==> config.mk <==
export PLATFORM = sky130hd
export DESIGN_NAME = ec1_led_counter
export DESIGN_NICKNAME = d
export VERILOG_FILES = /design/src/rtl/ec1_led_counter.sv
export SDC_FILE = /design/constraint.sdc
export NUM_CORES = 1
export LEC_CHECK = 0
export ABC_CLOCK_PERIOD_IN_PS = 3900
export CAP_MARGIN = 20
export CORE_MARGIN = 2
export CORE_UTILIZATION = 54
export DETAILED_ROUTE_END_ITERATION = 7
export PLACE_DENSITY = 0.91
export SYNTH_ARGS = -nofsm -noshare
export SYNTH_HDL_FRONTEND = slang
export SYNTH_SLANG_ARGS = --single-unit
export TNS_END_PERCENT = 50
==> constraint.sdc <==
create_clock -name clk -period 3.9 [get_ports clk]
set_input_delay 0.78 -clock clk [delete_from_list [all_inputs] [get_ports clk]]
set_output_delay 0.78 -clock clk [all_outputs]
set_load 0.005 [all_outputs]
==> src/rtl/ec1_led_counter.sv <==
// Loadable LED up-counter: latches a target from A after reset release, counts led
// up to it at one step per TICK_DIV cycles, then holds led and raises H until reset.
module ec1_led_counter #(
   parameter int WIDTH    = 8,
   parameter int TICK_DIV = 1
) (
   input  logic             clk,
   input  logic             Reset,
   input  logic [WIDTH-1:0] A,
   output logic [WIDTH-1:0] led,
   output logic             H
);

   // state | meaning
   // IDLE  | first cycle after reset release; latch target from A
   // COUNT | step led on each prescaler tick until it reaches target
   // DONE  | led == target, H held high; exit only through reset
   typedef enum logic [1:0] {
      IDLE  = 2'd0,
      COUNT = 2'd1,
      DONE  = 2'd2
   } state_t;

   localparam int PW = (TICK_DIV > 1) ? $clog2(TICK_DIV) : 1;
   localparam logic [PW-1:0] PRESC_LAST = PW'(TICK_DIV - 1);

   state_t           state_q, state_d;
   logic [WIDTH-1:0] led_q, led_d;
   logic [WIDTH-1:0] target_q, target_d;
   logic [PW-1:0]    presc_q, presc_d;
   logic             h_q, h_d;
   logic             tick;
   logic [WIDTH-1:0] led_inc;

   assign tick    = (presc_q == PRESC_LAST);
   assign led_inc = led_q + WIDTH'(1);

   always_comb begin
      state_d  = state_q;
      led_d    = led_q;
      target_d = target_q;
      presc_d  = '0;
      h_d      = h_q;
      case (state_q)
         IDLE: begin
            target_d = A;
            if (A == '0) begin
               state_d = DONE;
               h_d     = 1'b1;
            end else begin
               state_d = COUNT;
            end
         end
         COUNT: begin
            presc_d = tick ? '0 : presc_q + PW'(1);
            if (tick) begin
               led_d = led_inc;
               // led and H change on the same edge so led==target never shows with H low
               if (led_inc == target_q) begin
                  state_d = DONE;
                  h_d     = 1'b1;
               end
            end
         end
         DONE: begin
            state_d = DONE;
         end
         default: begin
            state_d = IDLE;
         end
      endcase
   end

   always_ff @(posedge clk) begin
      if (!Reset) begin
         state_q  <= IDLE;
         led_q    <= '0;
         target_q <= '0;
         presc_q  <= '0;
         h_q      <= 1'b0;
      end else begin
         state_q  <= state_d;
         led_q    <= led_d;
         target_q <= target_d;
         presc_q  <= presc_d;
         h_q      <= h_d;
      end
   end

   assign led = led_q;
   assign H   = h_q;

endmodule

==> impl_metrics.ini, run 1 <==
[status]
status = completed

[grt]
grt.total_usage_pct = 21.56
busiest_layer = met2
grt_pass1_vias = 914
globalRouteMet3Util_pct = 4.167
grt_pass1_wl_microns = 4112
antenna_found_initial = 0
grt_max_degree = 24
met2_usage_pct = 36.40
overflow = 0
met1_usage_pct = 26.49

[power_and_ir_drop]
vdd.ir_drop.worst_mv = 0.3213
swShare_pct = 36.63
power_density_nw_per_um2 = 510.0
power_frac_comb_pct = 42.7
sequentialPowerShare_pct = 39.6
p_int_uw = 446.0
p_clk_share_pct = 17.7
power_switching_uw = 257.8
leakage_nw = 0.5740

[setup_path]
worstPathMaxFanout = 10
path_class = reg2out
worstPathCellList = clkdlybuf4s50_1
path_depth = 1
cp.arrival_ns = 1.41
end_kind = primary output
cp-start-kind = flop
cpLargestDelayFamily = buffers and inverters
path_buf_inv = 1
r2r_slack_ns = 1.72
slowest_delay_ns = 0.57
reg2regPathDepth = 6
required_ns = 3.12
crit_slowest_cell = clkdlybuf4s50_1

[floorplan]
die_w_microns = 50.27
dieArea_sq_um = 2527
core.rowCount = 16
die_h_microns = 50.27
num_io_pins = 19
start_util_pct = 58.33
core_area_sq_um = 1982

[clocking]
htree_levels = 1
clockBufferDepth = 2
cts_hold_buf = 0
post_cts_buffers = 0
clockRootBuffer = clkbuf_4
clk_latency_ns = 0.30
cts_tree = built
clkSinkCount = 20
path_clk_slew_ns = 0.12
cts_buffers = 3
cts_resized = 0

[sta]
tns_ns = 0
clock_skew_ns = 0.002176
slew_violations = 0
slew_headroom_pct = 56.24
hold_viol = 0
setup_viol = 0
fin_crit_ns = 2.194
worstMarginPinSlew_ns = 0.6543
fin_crit_sh_pct = 56.27
fmax_mhz = 455.7
rsz0062_at_grt = false

[logic_synthesis]
ys.flop_type = dfxtp_1
netlist-cell-type-count = 36
synth_most_common_cell = dfxtp_1
synthTopCellsByCount = dfxtp_1 (20), nor2b_1 (10), xnor2_1 (10)
yosysTopAreaCellShare_pct = 34.63
syn_area_sq_um = 1156
ys_async_sr_fraction_pct = 0
ys_ff_latch = 20
synth_nets = 141
avgSynthCellArea_sq_um = 9.103
synth_cells = 127
yosysWarnings = 0
synth_edf_count = 0
yosys.area.top_type = dfxtp_1
yosysSeqAreaShare_pct = 34.63
synth_area_leaders = dfxtp_1 (35%), mux2i_1 (7.8%), xnor2_1 (7.6%)

[drt]
dr.pass1.iters = 4
drtAntennaViolNets = 0
drcViolationCount = 0
wl_per_cell_microns = 15.05
vias = 977
postRouteWirelength_microns = 2543
viasPerCell = 5.781
drt_iter0_drc = 12

[placement]
numPortBuffers = 18
gp_congestion = 0.8363
placedCellCount = 165
dp_hpwl_microns = 1884

[cells_and_area]
drive_gt1_share_pct = 6.338
final_util_pct = 69.63
diodes = 0
area_delta_synth_final_pct = 19.37
instances_no_fill = 169
layout.nets = 157

[min_path]
whs_path_depth = 2
hp-class = reg2reg

[flow_run]
cap_violations = 0
[routing by layer]
metal  up-vias  wire length [microns]
met1       457                   1098
li1        472                      -
met5         -                      0
met3         8                    127
met4         0                     53
met2        40                   1264
[worst paths after layout]
check             startpoint          to
setup / recovery      led[2]      led[2]
hold / removal             H           H
hold reg to reg            H           H
setup reg to reg      led[0]  state_q[0]
[metrics by stage]
step | setup WS, ns | power [mW] | area [sq um] | hold WS [ns]
after global routing | 1.609 | 0.7469 | 1380 | 0.5635
final | 1.706 | 0.7038 | 1380 | 0.5336
after CTS | 1.691 | 0.7005 | 1380 | 0.5331
after floorplan | 1.901 | 0.5068 | 1156 | 0.4958
after global placement | 1.520 | 0.5644 | 1344 | 0.5000
after detailed placement | 1.437 | 0.5754 | 1344 | 0.5016
[state kept, by name, indices dropped and copies added (netlist names)]
register  count
led           8
state_q       2
target_q      8
presc_q       1
H             1
[power groups by stage]
stage | registers (mW) | clock network (mW) | logic, mW
3_5_place_dp | 0.281 | 0 | 0.295
5_1_grt | 0.282 | 0.132 | 0.333
4_1_cts | 0.276 | 0.126 | 0.298
2_1_floorplan | 0.271 | 0 | 0.236
3_3_place_gp | 0.278 | 0 | 0.287
6_report | 0.279 | 0.125 | 0.301
[placed cells by master, fill, tap and decap left out, drive strengths merged, types with 5 or more instances in the layout]
master,instances
and2,9
clkdlybuf4s50,18
dfxtp,20
mux2i,9
nand3,9
nor2b,10
o21ai,5
xnor2,10
xor2,6
[layout make-up]
class | instances | area (sq um)
sequential | 20 | 400.4
fill | 153 | 601.8
inverter | 4 | 15.01
multi-input combinational | 96 | 714.4
clock buffer | 4 | 36.28
timing repair buffer | 18 | 180.2
tap | 27 | 33.78
[logic make-up (layout without fill, tap and decap cells)]
| family | Yosys count | count (layout) | synth area share [%] |
|---|---|---|---|
| AOI/OAI and AO/OA | 17 | 17 | 9.741 |
| DFF | 20 | 20 | 34.63 |
| adders and majority gates | 4 | 4 | 4.329 |
| buffers and inverters | 11 | 26 | 3.571 |
| and+or+nand+nor | 49 | 49 | 27.49 |
| muxes | 9 | 9 | 7.793 |
| other | 1 | 1 | 0.3244 |
| xor gates and xnor gates | 16 | 16 | 12.12 |
Note: power is estimated with default switching activity, not from simulation.
==> run 2: changes to the inputs <==
--- a/config.mk
+++ b/config.mk
@@ -5,12 +5,12 @@
 export SDC_FILE = /design/constraint.sdc
 export NUM_CORES = 1
 export LEC_CHECK = 0
-export ABC_CLOCK_PERIOD_IN_PS = 3900
+export ABC_CLOCK_PERIOD_IN_PS = 1800
 export CAP_MARGIN = 20
 export CORE_MARGIN = 2
-export CORE_UTILIZATION = 54
+export CORE_UTILIZATION = 47
 export DETAILED_ROUTE_END_ITERATION = 7
-export PLACE_DENSITY = 0.91
+export PLACE_DENSITY = 0.85
 export SYNTH_ARGS = -nofsm -noshare
 export SYNTH_HDL_FRONTEND = slang
 export SYNTH_SLANG_ARGS = --single-unit
==> constraint.sdc (replaced) <==
create_clock -name clk -period 1.8 [get_ports clk]
set_input_delay 0.36 -clock clk [delete_from_list [all_inputs] [get_ports clk]]
set_output_delay 0.36 -clock clk [all_outputs]
set_load 0.005 [all_outputs]
==> impl_metrics.ini, run 2 (synthesis results as in run 1) <==
[status]
status = finished with violations
violations = negative setup slack

[cells_and_area]
layout_commonest_cell = buf_4
final_cell_mix = buf_4 (21), clkdlybuf4s50_1 (18), dfxtp_1 (17)
drive_gt1_share_pct = 20.86
layout.nets = 178
diodes = 0
area_delta_synth_final_pct = 36.15
final_util_pct = 69.16

[clocking]
clk_latency_ns = 0.31
path_clk_slew_ns = 0.12
cts_buffers = 3
htree_levels = 1
clockRootBuffer = clkbuf_4
clkSinkCount = 20
clockBufferDepth = 2
cts_tree = built

[min_path]
whs_path_depth = 2
whs_endpoint = H
min_from = H
hp-class = reg2reg

[setup_path]
reg2regPathDepth = 6
required_ns = 2.01
r2r_slack_ns = -0.13
critical_path.startpoint = led[0]
cp-start-kind = flop
end_kind = flop
worstPathMaxFanout = 3
path_class = reg2reg
r2r_end = state_q[1]
r2r_start = led[0]
cp.arrival_ns = 2.14

[drt]
drt_iter0_drc = 17
drcViolationCount = 0
drtAntennaViolNets = 0
vias = 1070
postRouteWirelength_microns = 2752
dr.pass1.iters = 4
wl_per_cell_microns = 14.41
viasPerCell = 5.602

[sta]
setup_ws_ns = -0.1304
setup_viol = 3
hold_viol = 0
fin_crit_sh_pct = 107.2
rsz0062_at_grt = true
slew_violations = 0
clock_skew_ns = 0.0009301
fin_crit_ns = 1.930
fmax_mhz = 518.0

[grt]
grt_pass1_vias = 1046
grt.total_usage_pct = 22.66
antenna_found_initial = 0
grt_pass1_wl_microns = 4623
overflow = 0
grt_max_degree = 13

[floorplan]
core.rowCount = 17
dieArea_sq_um = 2872
die_h_microns = 53.60
start_util_pct = 50.80
core_area_sq_um = 2276
num_io_pins = 19
die_w_microns = 53.60

[placement]
gp_congestion = 0.8554
dp_hpwl_microns = 2219
numPortBuffers = 18

[flow_run]
cap_violations = 0

[power_and_ir_drop]
leakage_nw = 0.6870
power_density_nw_per_um2 = 1101
vdd.ir_drop.worst_mv = 1.158
finalPower_mw = 1.732
==> run 2: area by class of cell <==
type / count / area [sq um]
clock buffers: 3 / 22.52
clock inverters: 1 / 30.03
fillers: 190 / 701.9
inverters: 4 / 15.01
multi-input cells: 96 / 726.9
flip-flops and latches: 20 / 406.6
well taps: 28 / 35.03
repair buffers: 39 / 337.8
==> run 2: what timing repair did <==
action,4_1_cts,5_1_grt
resized for setup,0,1
endpoints found under the hold margin,0,0
endpoints found under the setup margin,3,4
pin swaps,1,0
buffers inserted,0,0
hold buffers,0,0
==> run 2: worst max path at each step <==
stage                      end  slack [ns]  cells after the start
CTS                 state_q[1]       -0.12                      6
global placement    state_q[0]       -0.08                      6
global route        state_q[1]       -0.17                      6
finish              state_q[1]       -0.13                      6
detailed placement  state_q[0]       -0.12                      7
floorplan           state_q[0]       -0.03                      6
==> run 2: power by group <==
group	internal (mW)	switching, mW	total [mW]	leakage [nW]
Combinational	0.389	0.374	0.764	0.493
Clock	0.225	0.152	0.377	0.0279
Sequential	0.526	0.0657	0.592	0.166
Total	1.14	0.592	1.73	0.687
==> run 2: through the flow <==
stage / setup TNS, ns / hold slack, ns / setup slack, ns / instance area, sq um / std cells
2_1_floorplan: -0.02873 / 0.4958 / -0.02694 / 1174 / 127
3_3_place_gp: -0.1150 / 0.4971 / -0.08002 / 1520 / 187
3_5_place_dp: -0.2031 / 0.5079 / -0.1226 / 1520 / 187
4_1_cts: -0.2954 / 0.5211 / -0.1201 / 1573 / 191
5_1_grt: -0.4706 / 0.5800 / -0.1733 / 1574 / 191
6_report: -0.3298 / 0.5202 / -0.1304 / 1574 / 191
==> run 2: per-layer routing <==
metal / track usage [%] / vias to the layer above / part of all wire, %
li1: - / 521 / -
met1: 23.63 / 508 / 41
met2: 42.39 / 35 / 52
met3: 7.778 / 6 / 5.6
met4: 6.838 / 0 / 1.3
met5: 0 / - / 0
==> run 2: worst max-delay path, stage by stage, from the launching register on <==
cell and delay [ns]:
dfxtp_4 0.37, ha_4 0.24, xor2_1 0.14, or4_4 0.43, nor4b_4 0.29, and2_2 0.24
o211ai_1 0.10
==> run 3: changes to the inputs <==
--- a/config.mk
+++ b/config.mk
@@ -5,12 +5,13 @@
 export SDC_FILE = /design/constraint.sdc
 export NUM_CORES = 1
 export LEC_CHECK = 0
+export ABC_AREA = 1
 export ABC_CLOCK_PERIOD_IN_PS = 1800
 export CAP_MARGIN = 20
-export CORE_MARGIN = 2
 export CORE_UTILIZATION = 47
+export CTS_CLUSTER_DIAMETER = 100
 export DETAILED_ROUTE_END_ITERATION = 7
-export PLACE_DENSITY = 0.85
+export PLACE_DENSITY = 0.84
 export SYNTH_ARGS = -nofsm -noshare
 export SYNTH_HDL_FRONTEND = slang
 export SYNTH_SLANG_ARGS = --single-unit
==> impl_metrics.ini, run 3 <==
[floorplan]
die_h_microns = 52.97
core.rowCount = 18
start_util_pct = 49.75
core_area_sq_um = 2455
dieArea_sq_um = 2806
die_w_microns = 52.97
num_io_pins = 19

[clocking]
clk_latency_ns = 0.30
path_clk_slew_ns = 0.11
cts_buffers = 3
clockRootBuffer = clkbuf_4
clkSinkCount = 20
clockBufferDepth = 2
htree_levels = 1
cts_tree = built

[cells_and_area]
final_util_pct = 60.45
n_fill_cell = 223
layout_commonest_cell = inv_1
layout.nets = 215
instances_no_fill = 229
final_cell_mix = inv_1 (33), nand2_1 (30), nand3_1 (19)
drive_gt1_share_pct = 14.57
area_delta_synth_final_pct = 21.52
diodes = 0

[setup_path]
end_kind = primary output
reg2regPathDepth = 11
cp.arrival_ns = 1.31
path_buf_inv = 1
worstPathMaxFanout = 9
worstPathCellList = clkdlybuf4s50_1
slowest_delay_ns = 0.54
r2r_end = state_q[1]
required_ns = 1.44
path_class = reg2out
cpLargestDelayFamily = buffers and inverters
crit_slowest_cell = clkdlybuf4s50_1
r2r_start = led[1]
cp-start-kind = flop
r2r_slack_ns = 0.19

[placement]
gp_congestion = 0.8466
dp_hpwl_microns = 1862
placedCellCount = 226
numPortBuffers = 18

[sta]
tns_ns = 0
slew_violations = 0
clock_skew_ns = 0.002242
fin_crit_sh_pct = 92.76
fin_crit_ns = 1.670
setup_viol = 0
hold_viol = 0
rsz0062_at_grt = false
fmax_mhz = 598.9

[logic_synthesis]
synth_cells = 177
synthXorXnorAreaFrac_pct = 0.7172
ys_async_sr_fraction_pct = 0
yosysWarnings = 0
synthAdderAreaFrac_pct = 4.098
synth_edf_count = 0
synth_most_common_cell = inv_1
syn_area_sq_um = 1221
ys.flop_type = dfxtp_1
synth_compound_area_share_pct = 13.52
yosysTopAreaCellShare_pct = 32.79
avgSynthCellArea_sq_um = 6.899
synth_area_leaders = dfxtp_1 (33%), inv_1 (10%), nand2_1 (9.2%)
synth_top_family_by_area = simple AND/OR/NAND/NOR gates
yosys.area_share.simple_pct = 35.25
synth_mux_area_share_pct = 0
yosys.area.top_type = dfxtp_1
synthTopCellsByCount = inv_1 (33), nand2_1 (30), dfxtp_1 (20)
synth_nets = 191
ys_ff_latch = 20
netlist-cell-type-count = 25
yosysSeqAreaShare_pct = 32.79

[drt]
drt_iter0_drc = 25
drcViolationCount = 0
postRouteWirelength_microns = 2402
drtAntennaViolNets = 0
vias = 1166
viasPerCell = 5.092
wl_per_cell_microns = 10.49
dr.pass1.iters = 4

[min_path]
whs_endpoint = H
min_from = H
whs_path_depth = 2
hp-class = reg2reg

[power_and_ir_drop]
power_density_nw_per_um2 = 1205
leakage_nw = 0.6932
finalPower_mw = 1.788
vdd.ir_drop.worst_mv = 0.7391

[grt]
grt_max_degree = 17
grt.total_usage_pct = 20.67
grt_pass1_vias = 1017
overflow = 0
grt_pass1_wl_microns = 4209
antenna_found_initial = 0

[flow_run]
cap_violations = 0

[status]
status = completed
[run 3: cell count changes in the layout (fill, tap and decap cells not counted), sizes merged, moves of 6 or more]
cell,change
nand2,+33
inv,+31
buf,-15
nand3,+14
a21oi,+11
nor2,+10
nor2b,-10
and2,-9
mux2i,-9
xnor2,-9
o21ai,+8
xor2,-6
[run 3: worst max-delay path by stage]
stage	start	endpoint	depth (start not counted)
after global routing	led[0]	state_q[0]	12
after CTS	led[4]	led[4]	1
after global placement	A[1]	state_q[1]	8
final	led[2]	led[2]	1
after detailed placement	A[6]	state_q[1]	8
after floorplan	led[1]	state_q[0]	12
[run 3: cell families after synthesis]
| logic type | after synthesis |
|---|---|
| and+or+nand+nor | 79 |
| buffers and inverters | 41 |
| AOI/OAI and AO/OA | 31 |
| DFF | 20 |
| adders and majority gates | 4 |
| xor gates and xnor gates | 1 |
| other | 1 |
[run 3: worst register-to-register path, stage by stage, from the launching register on]
cell      delay, ns
dfxtp_1        0.33
ha_2           0.32
inv_1          0.05
nand2_1        0.05
nand3b_1       0.07
nor2_1         0.11
nand3_1        0.12
nor2_2         0.11
nand3_2        0.09
nand2_2        0.11
nand2_1        0.07
a21oi_1        0.11
[run 3: through the flow]
stage | setup slack, ns | area, sq um | hold WS, ns
floorplan | 0.1972 | 1221 | 0.4440
global placement | 0.1442 | 1456 | 0.4446
detailed placement | 0.09784 | 1456 | 0.4527
CTS | 0.08302 | 1480 | 0.4695
global route | 0.02082 | 1484 | 0.4891
finish | 0.1304 | 1484 | 0.4653
[run 3: report_power, final]
part,total (mW),internal [mW],switching (mW)
clock network,0.216,0.0783,0.138
registers,0.737,0.594,0.143
logic,0.835,0.380,0.455
[run 3: final cells by class]
type / instances / area, sq um / area share, %
Tap cell: 30 / 37.54 / 2.530
Sequential cell: 20 / 402.9 / 27.15
Timing Repair Buffer: 24 / 225.2 / 15.18
Clock buffer: 3 / 22.52 / 1.518
Multi-Input combinational cell: 116 / 660.6 / 44.52
Inverter: 36 / 135.1 / 9.106
[run 3: routing by layer]
layer / share of wire (%) / up-vias / track usage (%)
met5: 0 / - / 0
met2: 47 / 32 / 36.08
met3: 4.2 / 5 / 3.448
li1: - / 611 / -
met1: 47 / 518 / 25.00
met4: 1.8 / 0 / 7.895
[run 3: timing repair]
item / CTS / global route
hold buffers: 0 / 0
resized for setup: 1 / 2
setup buffers: 0 / 0
setup endpoints to repair: 1 / 4
